$ cat src/rtl/dma_pkg.sv
// Shared constants and state encoding for the device-to-memory DMA controller.
package dma_pkg;

  localparam int WORD_SIZE      = 16;
  localparam int DATA_SIZE      = 3;
  localparam int DEVICE_BIT_LEN = 2;
  localparam int BLOCK_WORDS    = 4;

  // All-ones offset deselects the device so its data bus floats.
  localparam logic [DEVICE_BIT_LEN-1:0] IDLE_OFFSET = 2'b11;

  typedef enum logic [2:0] {
    IDLE,
    REQ,
    LOAD,
    WRITE,
    DONE
  } dma_state_t;

endpackage

$ cat src/rtl/dma_controller.sv
// Moves up to DATA_SIZE 4-word blocks from the external device into memory,
// arbitrating for the bus and raising a one-cycle completion interrupt.
module dma_controller
  import dma_pkg::*;
#(
  parameter int WORD_SIZE      = dma_pkg::WORD_SIZE,
  parameter int DATA_SIZE      = dma_pkg::DATA_SIZE,
  parameter int DEVICE_BIT_LEN = dma_pkg::DEVICE_BIT_LEN
) (
  input  logic                          clk,
  input  logic                          reset_n,
  input  logic                          cmd_valid,
  input  logic [WORD_SIZE-1:0]          cmd_addr,
  input  logic [DEVICE_BIT_LEN-1:0]     cmd_count,
  output logic                          cmd_ready,
  output logic                          bus_request,
  input  logic                          bus_grant,
  output logic [DEVICE_BIT_LEN-1:0]     offset,
  input  logic [BLOCK_WORDS*WORD_SIZE-1:0] dev_data,
  output logic                          mem_write,
  output logic [WORD_SIZE-1:0]          mem_addr,
  output logic [BLOCK_WORDS*WORD_SIZE-1:0] mem_wdata,
  input  logic                          mem_ack,
  output logic                          dma_end,
  output logic                          busy
);

  localparam int CW = DEVICE_BIT_LEN + 1;
  localparam logic [DEVICE_BIT_LEN-1:0] OFF_IDLE = DEVICE_BIT_LEN'(IDLE_OFFSET);

  dma_state_t                state;
  logic [DEVICE_BIT_LEN-1:0] idx;
  logic [CW-1:0]             count_reg;
  logic [CW-1:0]             count_clamped;
  logic                      last_block;

  assign count_clamped = ({1'b0, cmd_count} > CW'(DATA_SIZE)) ? CW'(DATA_SIZE)
                                                             : {1'b0, cmd_count};
  assign last_block    = ((CW'(idx) + CW'(1)) == count_reg);

  // mem_addr and mem_wdata double as the address register and block buffer.
  always_ff @(posedge clk) begin
    if (!reset_n) begin
      state       <= IDLE;
      cmd_ready   <= 1'b1;
      bus_request <= 1'b0;
      mem_write   <= 1'b0;
      dma_end     <= 1'b0;
      busy        <= 1'b0;
      offset      <= OFF_IDLE;
      mem_addr    <= '0;
      mem_wdata   <= '0;
      idx         <= '0;
      count_reg   <= '0;
    end else begin
      dma_end <= 1'b0;
      case (state)
        IDLE: begin
          if (cmd_valid) begin
            mem_addr    <= cmd_addr;
            idx         <= '0;
            count_reg   <= count_clamped;
            state       <= REQ;
            cmd_ready   <= 1'b0;
            busy        <= 1'b1;
            bus_request <= (count_clamped != '0);
          end
        end

        REQ: begin
          if (count_reg == '0) begin
            // Empty command: pass through without ever touching the bus.
            state       <= DONE;
            bus_request <= 1'b0;
            dma_end     <= 1'b1;
          end else if (bus_grant) begin
            state  <= LOAD;
            offset <= idx;
          end
        end

        LOAD: begin
          if (!bus_grant) begin
            state  <= REQ;
            offset <= OFF_IDLE;
          end else begin
            mem_wdata <= dev_data;
            mem_write <= 1'b1;
            state     <= WRITE;
          end
        end

        WRITE: begin
          if (mem_ack) begin
            // An ack always completes the block, even if the grant drops with it.
            mem_write <= 1'b0;
            mem_addr  <= mem_addr + WORD_SIZE'(BLOCK_WORDS);
            idx       <= idx + DEVICE_BIT_LEN'(1);
            if (last_block) begin
              state       <= DONE;
              bus_request <= 1'b0;
              dma_end     <= 1'b1;
              offset      <= OFF_IDLE;
            end else if (bus_grant) begin
              state  <= LOAD;
              offset <= idx + DEVICE_BIT_LEN'(1);
            end else begin
              state  <= REQ;
              offset <= OFF_IDLE;
            end
          end else if (!bus_grant) begin
            mem_write <= 1'b0;
            state     <= REQ;
            offset    <= OFF_IDLE;
          end
        end

        DONE: begin
          state     <= IDLE;
          cmd_ready <= 1'b1;
          busy      <= 1'b0;
        end

        default: begin
          state       <= IDLE;
          cmd_ready   <= 1'b1;
          bus_request <= 1'b0;
          mem_write   <= 1'b0;
          busy        <= 1'b0;
          offset      <= OFF_IDLE;
        end
      endcase
    end
  end

endmodule
$ cat config.mk
export PLATFORM = sky130hd
export DESIGN_NAME = dma_controller
export DESIGN_NICKNAME = d
export VERILOG_FILES = /design/src/rtl/dma_pkg.sv /design/src/rtl/dma_controller.sv
export SDC_FILE = /design/constraint.sdc
export NUM_CORES = 1
export LEC_CHECK = 0
export BUFFER_PORTS_ARGS = -buffer_cell sky130_fd_sc_hd__buf_2
export CORE_UTILIZATION = 47
export CTS_CLUSTER_DIAMETER = 120
export DETAILED_ROUTE_END_ITERATION = 12
export PLACE_DENSITY = 0.88
export SLEW_MARGIN = 30
export SYNTH_ARGS = -nofsm -noshare
export SYNTH_HDL_FRONTEND = slang
export SYNTH_SLANG_ARGS = --single-unit
$ cat constraint.sdc
create_clock -name clk -period 2.2 [get_ports clk]
set_input_delay 0.22 -clock clk [delete_from_list [all_inputs] [get_ports clk]]
set_output_delay 0.22 -clock clk [all_outputs]
set_load 0.02 [all_outputs]
==> impl_metrics.csv, run 1 <==
group,metric,value,unit
critical_path,path_max_fanout,5,
critical_path,reg2regPathDepth,6,
critical_path,critPathKind,"reg -> reg",
place,gp_congestion,0.920,
die,die_area,8640,um^2
critical_path,cp_num_cells,6,
clock_tree,cts.sinks,94,
layout,largest-register,"mem_wdata",
layout,fin_nets,760,
power_and_ir_drop,ir_worst_vdd,0.336,mV
clock_tree,cts_tree,"done",
critical_path,cp_data_required_time,2430,ps
critical_path,crit_slowest_cell,"dfxtp_1",
yosys,async_reset_ff_share,0,%
global_routing,overflow,0,
yosys,avgSynthCellArea,7.63,um^2
place,io_buffer_count,173,
yosys,synth_cell_types,49,
place,place_ws,345,ps
critical_path,cpLargestDelayFamily,"compound AO/OA/AOI/OAI gates",
detailed_routing,wl_per_cell,13.9,um
sta,timing.final.max_slew_violations,0,
die,rows,32,
detailed_routing,drt-total-wl,10.8,mm
sta,fin_skew,10.4,ps
die,chipHeight,93.0,um
clock_tree,cts_max_level,3,
die,ioPinCount,174,
detailed_routing,first_pass_iters,8,
critical_path,crit_path_start_kind,"flip-flop",
place,dp_hpwl,7.81,mm
detailed_routing,vias,4192,
layout,reg.largest.list,"mem_wdata: 64 flops, mem_addr: 16 flops, state: 3 flops",
layout,final_common_cell,"buf_2",
critical_path,slowest_delay,370,ps
clock_tree,cts_buffers,9,
layout,area_growth,30.0,%
yosys,synthFlopType,"dfxtp_1",
detailed_routing,drc,0,
die,initial_core_util,49.6,%
global_routing,antenna_found_initial,0,
layout,antenna_cells,0,
power_and_ir_drop,power.total,3.31,mW
min_path,hold_class,"in -> reg",
global_routing,grt_pass1_vias,3912,
clock_tree,insertion_delay,350,ps
status,status,"finished, final reports clean",
power_and_ir_drop,power.density,656,nW/um^2
global_routing,grt_max_degree,87,
yosys,postSynthCellCount,510,
yosys,netlist_area,3890,um^2
detailed_routing,ant_nets,0,
detailed_routing,dr.first_iter.drc_count,221,
sta,fin_crit,1900,ps
layout,drive_gt1_share,30.8,%
place,dp.cells,762,
clock_tree,path_clk_slew,100,ps
yosys,synth-xor-area-share,0.450,%
yosys,ys_seq_area_share,48.4,%
critical_path,path_cells,"ha_1 -> xor2_1 -> nor3_1 -> nor2_1 -> o311ai_0 -> o41ai_1",
clock_tree,post-cts-setup-buffers,0,
sta,slew_headroom,57.5,%
sta,tns,0,ps
layout,layout_common_cells,"buf_2, nand2_1, dfxtp_1",
global_routing,grt_pass1_wl,17.3,mm
die,core,7850,um^2
yosys,synth_edf_count,0,
global_routing,grt_usage,24.6,%
sta,period_share,86.4,%
job,cap_violations,0,
clock_tree,ctsResizeCount,0,
sta,hold_viol_final,0,
sta,fmax,0.526,GHz
yosys,yosys_register_bits,94,
sta,tightestPinTransition,638,ps
yosys,synth_top_family_by_area,"simple AND/OR/NAND/NOR gates",
clock_tree,holdBufCountCts,0,
yosys,synth_mux_area_share,0.772,%
critical_path,path_buf_inv,0,
sta,setup_viol,0,
yosys,synth_fp_nets,599,
yosys,yosysWarnings,0,
critical_path,cp-end-kind,"flip-flop",
sta,setup_slack,300,ps
sta,rsz0062_at_grt,"no",
yosys,synth-compound-area-share,21.3,%
clock_tree,cts_root_buf,"clkbuf_8",
yosys,synth_fa_ha_area_share,0.643,%
power_and_ir_drop,p_leak,2.23,nW
layout,largest_reg_flops,64,
die,die_w,93.0,um
yosys,yosys.area_share.simple,23.8,%
clock_tree,cts_buffer_depth,2,
detailed_routing,vias_per_cell,5.39,
critical_path,cp.arrival,2130,ps
min_path,hold_depth,3,
layout,stdcell_count,778,
-- report_power, final --
part	switching, mW	internal (mW)	leakage [nW]	total, mW
clock network	0.642	0.424	0.0846	1.07
logic	0.264	0.181	1.38	0.445
registers	0.0521	1.75	0.761	1.80
total	0.958	2.36	2.23	3.31
-- synthesized netlist by cell type (2+ instances only) --
cell       number  area, um^2
a211oi_1        2        15.0
a21boi_0        3        22.5
a21oi_1        84         420
a22o_1          3        26.3
a22oi_1         4        30.0
a2bb2oi_1       2        17.5
a31oi_1         2        12.5
a32o_1          2        20.0
and3_1          7        43.8
buf_1           5        18.8
buf_2           3        15.0
buf_6           2        22.5
clkbuf_1       26        97.6
dfxtp_1        94        1880
ha_1            2        25.0
inv_1           6        22.5
mux2i_1         3        30.0
nand2_1       157         589
nand3_1        11        55.1
nand4_1         4        25.0
nor2_1         25        93.8
nor2b_1         3        18.8
nor3_1          5        25.0
o21ai_0        23         115
o22ai_1         8        50.1
-- kinds of logic after synthesis --
logic type / Yosys count
simple gates: 222
mux: 3
flops: 94
compound gates: 144
xor+xnor: 2
buf+inv: 43
fa+ha+maj: 2
-- stage by stage --
stage / utilization (%) / hold WS [ps] / cell area (um^2)
after floorplan: - / 356 / 3890
after global placement: 62.1 / 434 / 4870
after detailed placement: 62.1 / 443 / 4870
after CTS: 64.4 / 74.0 / 5060
after global routing: 64.4 / 81.8 / 5060
final: 64.4 / 83.5 / 5060
-- layout make-up --
type / instances / area (um^2)
multi-input cells: 373 / 1830
repair buffers: 186 / 1000
clock buffers: 9 / 124
inverters: 7 / 26.3
clock inverters: 7 / 61.3
flip-flops and latches: 94 / 1880
fillers: 734 / 2790
well taps: 102 / 128
-- routing by layer --
| layer | vias to the layer above | wire, um | track usage (%) |
|---|---|---|---|
| met1 | 1924 | 4570 | 30.1 |
| met4 | 0 | 168 | 9.74 |
| li1 | 2058 | - | - |
| met3 | 20 | 800 | 4.72 |
| met2 | 190 | 5280 | 42.3 |
| met5 | - | 0 | 0 |
-- worst paths after layout --
check / slack (ps) / from / to
setup / recovery: 300 / idx[0] / bus_request
hold / removal: 80 / dev_data[54] / mem_wdata[54]
setup reg to reg: 300 / idx[0] / bus_request
hold reg to reg: 450 / mem_wdata[10] / mem_wdata[10]
-- worst reg2reg max path: cells and delay by family, from the launching register on --
kind | cells | cell delay (ps)
adders and majority gates | 1 | 350
xor gates and xnor gates | 1 | 150
AOI/OAI and AO/OA | 2 | 460
DFF | 1 | 370
and+or+nand+nor | 2 | 450
No activity file was read; power rests on OpenSTA's default activity.
==> inputs of run 2 (changes only) <==
CORE_ASPECT_RATIO = 1.5   (was unset)
PLACE_DENSITY = 0.8   (was 0.88)
==> impl_metrics.csv, run 2 (same netlist as run 1, synthesis figures left out) <==
group,metric,value,unit
global_routing,antenna_found_initial,0,
sta,fin_skew,3.45,ps
sta,tightestPinTransition,564,ps
place,gp_congestion,0.928,
sta,fin_crit,1900,ps
critical_path,slowest_delay,420,ps
place,dp_hpwl,7.59,mm
layout,layout_common_cells,"buf_2, nand2_1, dfxtp_1",
sta,tns,0,ps
layout,fin_nets,761,
power_and_ir_drop,power.density,722,nW/um^2
layout,final_common_cell,"buf_2",
sta,period_share,86.6,%
power_and_ir_drop,p_leak,2.27,nW
sta,hold_viol_final,0,
status,status,"finished, final reports clean",
die,die_area,8650,um^2
critical_path,crit_path_start,"idx[0]",
global_routing,grt_pass1_wl,16.9,mm
clock_tree,path_clk_slew,70,ps
critical_path,cp-end-kind,"flip-flop",
global_routing,grt_pass1_vias,3768,
layout,antenna_cells,0,
critical_path,critPathKind,"reg -> reg",
sta,fmax,0.525,GHz
clock_tree,post-cts-setup-buffers,0,
detailed_routing,drc,0,
critical_path,r2r-start,"idx[0]",
die,initial_core_util,48.6,%
die,chipHeight,113,um
clock_tree,cts.sinks,94,
critical_path,cp_data_required_time,2410,ps
clock_tree,insertion_delay,330,ps
detailed_routing,vias_per_cell,5.26,
critical_path,crit_slowest_cell,"dfxtp_1",
detailed_routing,drt-total-wl,10.5,mm
clock_tree,cts_buffer_depth,2,
clock_tree,cts_buffers,9,
layout,largest-register,"mem_wdata",
clock_tree,ctsResizeCount,0,
die,rows,40,
die,die_w,76.3,um
clock_tree,cts_root_buf,"clkbuf_16",
place,io_buffer_count,173,
sta,timing.final.max_slew_violations,0,
sta,slew_headroom,62.0,%
sta,rsz0062_at_grt,"no",
global_routing,grt_max_degree,65,
die,ioPinCount,174,
clock_tree,holdBufCountCts,0,
power_and_ir_drop,ir_worst_vdd,0.545,mV
detailed_routing,wl_per_cell,13.4,um
global_routing,grt_usage,24.2,%
min_path,hold_start,"dev_data[62]",
layout,area_growth,32.2,%
layout,drive_gt1_share,30.7,%
clock_tree,cts_tree,"done",
layout,reg.largest.list,"mem_wdata: 64 flops, mem_addr: 16 flops, state: 3 flops",
layout,largest_reg_flops,64,
sta,setup_viol,0,
detailed_routing,vias,4113,
detailed_routing,ant_nets,0,
job,cap_violations,0,
min_path,hold_class,"in -> reg",
detailed_routing,dr.first_iter.drc_count,231,
detailed_routing,first_pass_iters,4,
sta,hold-worst-slack,113,ps
critical_path,cp.arrival,2110,ps
critical_path,path_max_fanout,5,
critical_path,path_cells,"ha_1 -> xor2_1 -> nor3_1 -> nor2_1 -> o311ai_0 -> o41ai_1",
clock_tree,cts_max_level,3,
global_routing,overflow,0,
critical_path,crit_path_start_kind,"flip-flop",
die,core,8010,um^2
==> run 2: stage by stage <==
stage / power [mW] / setup slack [ps] / cells / utilization, % / area, um^2
floorplan: 2.10 / 455 / 510 / - / 3890
global placement: 2.27 / 325 / 766 / 60.7 / 4860
detailed placement: 2.28 / 335 / 766 / 60.7 / 4860
CTS: 3.76 / 327 / 782 / 64.2 / 5140
global route: 3.87 / 98.8 / 782 / 64.2 / 5140
finish: 3.71 / 295 / 782 / 64.2 / 5140
==> run 2: layer usage <==
metal / vias up / track usage [%] / share of wire, %
li1: 2057 / - / -
met1: 1904 / 27.6 / 41
met3: 19 / 3.92 / 4.9
met2: 133 / 42.5 / 52
met4: 0 / 14.4 / 2.3
met5: - / 0 / 0
==> run 2: layout make-up <==
type                    instances  area [um^2]
multi-input cells             373         1830
clock inverters                 4         28.8
well taps                     105          131
fillers                       766         2870
inverters                       7         26.3
repair buffers                187          983
flip-flops and latches         94         1880
clock buffers                  12          256
==> run 2: worst max-delay path, delay by kind of cell (launching register included) <==
| kind | cells | cell delay, ps |
|---|---|---|
| xor gates and xnor gates | 1 | 150 |
| and+or+nand+nor | 2 | 440 |
| DFF | 1 | 420 |
| adders and majority gates | 1 | 300 |
| AOI/OAI and AO/OA | 2 | 450 |
==> run 2: power by group <==
part	switching [mW]	leakage (nW)	internal [mW]	total, mW
logic	0.264	1.38	0.181	0.445
clock network	0.633	0.135	0.830	1.46
registers	0.0516	0.761	1.75	1.80
total	0.949	2.27	2.76	3.71
==> run 2: final timing paths <==
path	end	cells past startpoint	slack, ps
setup / recovery	bus_request	6	300
hold / removal	mem_wdata[62]	3	110
setup reg to reg	bus_request	6	300
hold reg to reg	cmd_ready	2	440
